<file path="src/rtl/irq_ctrl_if.sv">
// CPU register-window bus for the interrupt controller.
interface irq_ctrl_if;
  logic [1:0] addr;
  logic       we;
  logic [7:0] dbw;
  logic [7:0] dbr;

  modport master (output addr, output we, output dbw, input dbr);
  modport slave  (input addr, input we, input dbw, output dbr);
endinterface

</file>
<file path="src/rtl/irq_ctrl.sv">
// Interrupt controller: per-source pending latches, mask, priority encoder,
// registered IRQ line and a 4-byte CPU register window.

// One request source: input history for edge detection plus its pending latch.
module irq_src_cell (
  input  logic clk,
  input  logic rst,
  input  logic src,
  input  logic edge_mode,
  input  logic clr,
  output logic pend
);
  logic src_q;
  logic set;

  // Level sources set every cycle they are high; edge sources only on 0->1.
  assign set = edge_mode ? (src & ~src_q) : src;

  // History always tracks src so a mode switch sees a correct previous value;
  // a set in the same cycle as a W1C clear wins.
  always_ff @(posedge clk) begin
    if (rst) begin
      src_q <= 1'b0;
      pend  <= 1'b0;
    end else begin
      src_q <= src;
      if (set)      pend <= 1'b1;
      else if (clr) pend <= 1'b0;
    end
  end
endmodule

module irq_ctrl #(
  parameter int NSRC = 4
) (
  input  logic             clk,
  input  logic             rst,
  irq_ctrl_if.slave        bus,
  input  logic [NSRC-1:0]  src,
  output logic             irq
);
  logic [NSRC-1:0] pending;
  logic [NSRC-1:0] mask;
  logic [NSRC-1:0] edge_sel;
  logic [NSRC-1:0] clr;
  logic [NSRC-1:0] active;
  logic            gie;
  logic            any;
  logic [2:0]      id;
  logic            unused_dbw;

  // Write-data bits beyond NSRC (and STAT bits 7:1) have no storage.
  assign unused_dbw = ^bus.dbw;

  assign clr    = (bus.we && bus.addr == 2'd0) ? bus.dbw[NSRC-1:0] : '0;
  assign active = pending & mask;
  assign any    = |active;

  for (genvar i = 0; i < NSRC; i++) begin : g_src
    irq_src_cell u_cell (
      .clk       (clk),
      .rst       (rst),
      .src       (src[i]),
      .edge_mode (edge_sel[i]),
      .clr       (clr[i]),
      .pend      (pending[i])
    );
  end

  // Lowest active index wins; scan downward so the last hit is the lowest.
  always_comb begin
    id = 3'd0;
    for (int i = NSRC - 1; i >= 0; i--)
      if (active[i]) id = 3'(i);
  end

  // Config registers and the registered IRQ line; reset beats any write.
  always_ff @(posedge clk) begin
    if (rst) begin
      mask     <= '0;
      edge_sel <= '0;
      gie      <= 1'b0;
      irq      <= 1'b0;
    end else begin
      if (bus.we) begin
        case (bus.addr)
          2'd1:    mask     <= bus.dbw[NSRC-1:0];
          2'd2:    edge_sel <= bus.dbw[NSRC-1:0];
          2'd3:    gie      <= bus.dbw[0];
          default: ;
        endcase
      end
      irq <= gie & any;
    end
  end

  // Read mux: purely combinational, no side effects.
  always_comb begin
    bus.dbr = '0;
    case (bus.addr)
      2'd0: bus.dbr[NSRC-1:0] = pending;
      2'd1: bus.dbr[NSRC-1:0] = mask;
      2'd2: bus.dbr[NSRC-1:0] = edge_sel;
      2'd3: bus.dbr = {irq, 3'b000, any, id};
      default: bus.dbr = '0;
    endcase
  end
endmodule
</file>
<file path="src/flat_wrapper.sv">
// flat-port wrapper written by rule: the top's interface ports become plain ports
module irq_ctrl_flat 
#(
  parameter int NSRC = 4
)
  (clk, rst, src, irq, bus_addr, bus_we, bus_dbw, bus_dbr);
  irq_ctrl_if bus_i ();
  input  logic clk;
  input  logic rst;
  input  logic [NSRC-1:0] src;
  output logic irq;
  input wire logic [$bits(bus_i.addr)-1:0] bus_addr;
  input wire logic [$bits(bus_i.we)-1:0] bus_we;
  input wire logic [$bits(bus_i.dbw)-1:0] bus_dbw;
  output wire logic [$bits(bus_i.dbr)-1:0] bus_dbr;
  assign bus_i.addr = bus_addr;
  assign bus_i.we = bus_we;
  assign bus_i.dbw = bus_dbw;
  assign bus_dbr = bus_i.dbr;
  irq_ctrl #(.NSRC(NSRC)) u_core (.clk(clk), .rst(rst), .bus(bus_i), .src(src), .irq(irq));
endmodule
</file>
<file path="config.mk">
export PLATFORM = sky130hd
export DESIGN_NAME = irq_ctrl_flat
export DESIGN_NICKNAME = d
export VERILOG_FILES = /design/src/rtl/irq_ctrl_if.sv /design/src/rtl/irq_ctrl.sv /design/src/flat_wrapper.sv
export SDC_FILE = /design/constraint.sdc
export NUM_CORES = 1
export LEC_CHECK = 0
export ABC_AREA = 0
export CORE_MARGIN = 2
export CORE_UTILIZATION = 63
export CTS_BUF_LIST = sky130_fd_sc_hd__clkbuf_2 sky130_fd_sc_hd__clkbuf_4 sky130_fd_sc_hd__clkbuf_8
export DETAILED_ROUTE_END_ITERATION = 7
export DONT_BUFFER_PORTS = 1
export PLACE_DENSITY = 0.87
export SLEW_MARGIN = 20
export SYNTH_ARGS = -nofsm -noshare
export SYNTH_HDL_FRONTEND = slang
export SYNTH_HIERARCHICAL = 1
export SYNTH_SLANG_ARGS = --single-unit
</file>
<file path="constraint.sdc">
create_clock -name clk -period 1.2 [get_ports clk]
set_input_delay 0.12 -clock clk [delete_from_list [all_inputs] [get_ports clk]]
set_output_delay 0.12 -clock clk [all_outputs]
set_load 0.02 [all_outputs]
</file>
# Yosys cells after proc, flatten, opt, wreduce, memory -nomap -nowiden
# Index checks and enable logic that the tools add are counted.
# totals
out_inout_bits	9
reg_bits	18
# op_classes
bitwise	10
reduce_logical	10
mux	19
n_eq_ne	3
# op_table
op	count
$pmux 4 s4	1
$mux 1	12
$mux 2	4
$mux 4	2
$reduce_bool 2->1	4
$reduce_and 2->1	3
$and 1x1->1	5
$and 4x4->4	1
$eq 2x2->1 const B	2
$not 1->1	4
$reduce_or 4->1	1
$eq 2x1->1 const B	1
$logic_not 2->1	1
$logic_and 1x1->1	1

# Longest topological paths before layout
# logic_depth
depth_word	6
depth_mapped	5

# By module
# The synthesis kept the hierarchy.
# modules_own_cells
mod	instances	area_each_um2	cells_per_inst
irq_ctrl	1	629.4	73
irq_src_cell	4	67.6	6

# Worst setup path before layout
# No wires, ideal clock.
# synth_timing
path_type	flip-flop to output port
start	reg u_core.g_src[1].u_cell.pend
end	out bus_dbr[1]
path_stages_with_launch	4
slack_ns	0.001
path_buffers	0
arrival_time_ns	1.079
cell_sequence	dfxtp_1 -> a22oi_1 -> nand3_1 -> o221ai_1
# synth_via
elab_chain_cells	4
# synth_lines
element	line_no	text
start, declared	irq_ctrl.sv:11	output logic pend
start signal, assigned	irq_ctrl.sv:24	pend <= 1'b0;
start signal, assigned	irq_ctrl.sv:27	if (set) pend <= 1'b1;
start signal, assigned	irq_ctrl.sv:28	else if (clr) pend <= 1'b0;
$and 4x4->4	irq_ctrl.sv:56	assign active = pending & mask;
$mux 2 (2 in series)	irq_ctrl.sv:74	if (active[i]) id = 3'(i);
$pmux 4 s4 *	irq_ctrl.sv:100	case (bus.addr)
end, declared	flat_wrapper.sv:15	output wire logic [$bits(bus_i.dbr)-1:0] bus_dbr;
# Mark *: on every way between the ends. The rest lies on a longest branch, timed or not.

# Final worst setup path
# Same ends and word-level chain as after synthesis.

==> results.cfg <==
[global_routing]
grt_pass1_wl_um = 3498
gr-total-overflow = 0
grt_pass1_vias = 764
antenna_found_initial = 0
track_usage_pct = 26.38
grt_max_degree = 16

[finish]
finalInstanceArea_um2 = 1152
final_util_pct = 87.46
area_growth_pct = 28.10
fillers = 63
fin_nets = 132
stdcell_count = 128
final_cell_mix = nand2_1 (11), dlygate4sd3_1 (11), dfxtp_1 (9)
diodes = 0
drive_above_1_share_pct = 33.63

[setup_path]
start_kind = flip-flop
timing.rr.start = u_core/g_src[2].u_cell/pend$_SDFFE_PP0P_
r2r_end = u_core/irq$_SDFF_PP0_
crit_required_ns = 1.08
worstSetupPathType = reg -> out
path_cells = a22oi_2 > nand3_2 > o221ai_2 > buf_4
crit_path_end_kind = output pin
cpPeakStageDelay_ns = 0.35
arrival_ns = 1.28
worst-path-max-fanout = 4
crit_slowest_cell = dfxtp_2
critPathLaunch = u_core/g_src[1].u_cell/pend$_SDFFE_PP0P_
cp-endpoint = bus_dbr[1]
rrSetupSlack_ns = 0.28
worstRegToRegCells = 3

[yosys]
avgSynthCellArea_um2 = 9.274
synth_top_area_share_pct = 40.06
synthTopCellsByArea = dfxtp_1 (40%), mux2i_1 (8.9%), nand2_1 (4.6%)
yosys_register_bits = 18
synthCells = 97
netlist_area_um2 = 899.6
seq_area_frac_synth_pct = 40.06
yosysTopAreaCell = dfxtp_1
synth_cell_types = 33
yosysWarningCount = 6

[clock_tree]
postCtsSetupRepairBufs = 0
cts_tree = yes
numCtsBuffers = 3
path_clk_slew_ns = 0.10
cts_sinks = 18
htree_levels = 1
cts_max_path_buffers = 2
cts-root-buf = clkbuf_4
insertion_delay_ns = 0.29

[timing]
finalCritPeriodShare_pct = 116.8
clock_skew_ns = 0.002420
fmax_ghz = 0.7134
relSlewSlack_pct = 58.36
min_period_ns = 1.402
setup_ws_ns = -0.2018
setup_viol = 3
worstMarginPinSlew_ns = 0.6225
drv_slew = 0
finalHoldViolCount = 0
rsz0062_at_grt = yes

[place]
dp.cells = 112
gp_congestion = 0.8408
post_dp_cell_area_um2 = 915.9
io_buffer_count = 0
hpwl_um = 1263

[power]
ir_worst_vdd_mv = 0.9018
powerDensity_nw_per_um2 = 1013
p_leak_nw = 0.4760
p_total_w = 0.001167

[floorplan]
ios = 26
dieHeight_um = 41.79
dieArea_um2 = 1746
rows = 13
die_w_um = 41.79
initial_core_util_pct = 68.28
coreArea_um2 = 1318

[detailed_routing]
routed_wirelength_um = 2320
drtIter0Drc = 28
via_per_inst = 6.172
dr_total_vias = 790
m1WireLength_um = 961
wl_per_cell_um = 18.13
top_layer_used = met4
route.met2.wl_um = 1193
ant_nets = 0
dr_wl_met3_um = 119
dr.pass1.iters = 4
drc = 0

[worst_hold_path]
holdCritPathClass = in -> reg

[run]
cap_violations = 0

[outcome]
outcome = complete, but fails checks
violations = setup timing
==> Yosys cell counts <==
library cell,n
and2_1,4
dfxtp_1,18
o21ai_0,1
a21bo_2,1
mux2i_1,8
nor2_1,5
nand3_2,1
nand2_1,11
mux2_2,1
nand3b_1,1
nor3b_2,1
clkbuf_1,1
and3_1,1
buf_4,4
inv_1,1
nand2b_1,1
a31oi_1,1
conb_1,1
o2bb2ai_2,1
buf_6,1
nor3b_1,4
o22ai_1,1
nor2b_2,4
a41oi_2,1
nand3_1,6
o221ai_1,1
nor2b_1,1
buf_2,2
o211ai_1,1
nand3b_2,1
a22oi_1,2
a21o_1,4
a21oi_1,5
==> through the flow <==
step	hold WS, ns	worst slack [ns]	TNS [ns]
after floorplan	0.1926	0.001202	0
after global placement	0.1906	0.1109	0
after detailed placement	0.1936	0.04022	0
after CTS	0.001022	-0.2262	-0.6077
after global routing	0.009786	-0.2864	-0.7427
final	0.02147	-0.2018	-0.5471
==> sequential cells by signal, summed over array words and instances (netlist names) <==
name / count
u_core/gie: 1
u_core/edge_sel: 4
u_core/g_src.u_cell/src_q: 4
u_core/mask: 4
u_core/g_src.u_cell/pend: 4
u_core/irq: 1
==> cell type report <==
class	count	area, um2	area share (%)
Multi-Input combinational cell	72	549.3	47.67
Sequential cell	18	374.1	32.46
Timing Repair Buffer	19	183.9	15.96
Clock buffer	3	22.52	1.954
Tap cell	15	18.77	1.629
Inverter	1	3.754	0.3257
==> cell families after synthesis <==
kind of cell,count (synthesis),synth area share [%]
simple gates,41,26.70
compound gates,19,16.13
flops,18,40.06
mux,9,10.15
buf+inv,9,6.536
other cells,1,0.4168
==> power by group <==
group / switching, W / internal [W] / total (W)
Sequential: 0.0000309 / 0.000630 / 0.000661
Clock: 0.000180 / 0.000117 / 0.000297
Combinational: 0.0000974 / 0.000112 / 0.000209
Total: 0.000308 / 0.000859 / 0.00117
==> routing by layer <==
metal / vias up / track usage, %
met5: - / 0
met4: 0 / 11.61
met3: 7 / 4.348
met2: 33 / 40.94
met1: 383 / 35.75
li1: 367 / -
==> critical path: cells and delay by family (launching register included) <==
family                 cells  cell delay, ns
AOI/OAI and AO/OA          2            0.36
and+or+nand+nor            1            0.11
buffers and inverters      1            0.16
DFF                        1            0.35
==> worst min path at each step <==
| stage | end | from | slack, ns | depth (start not counted) |
|---|---|---|---|---|
| after floorplan | u_core/g_src[0].u_cell/src_q$_SDFF_PP0_ | rst | 0.19 | 1 |
| after global placement | u_core/mask[3]$_SDFFE_PP0P_ | rst | 0.19 | 1 |
| after detailed placement | u_core/mask[1]$_SDFFE_PP0P_ | rst | 0.19 | 1 |
| after CTS | u_core/irq$_SDFF_PP0_ | rst | 0.001 | 2 |
| after global routing | u_core/g_src[2].u_cell/pend$_SDFFE_PP0P_ | rst | 0.01 | 2 |
| final | u_core/g_src[2].u_cell/pend$_SDFFE_PP0P_ | rst | 0.02 | 2 |
==> repair_timing <==
| action | in CTS | in global routing |
|---|---|---|
| endpoints found under the hold margin | 13 | 1 |
| endpoints found under the setup margin | 4 | 7 |
| pin swaps | 2 | 1 |
| gates resized for setup | 8 | 17 |
| hold buffers | 12 | 1 |
Note: power is estimated with default switching activity, not from simulation.
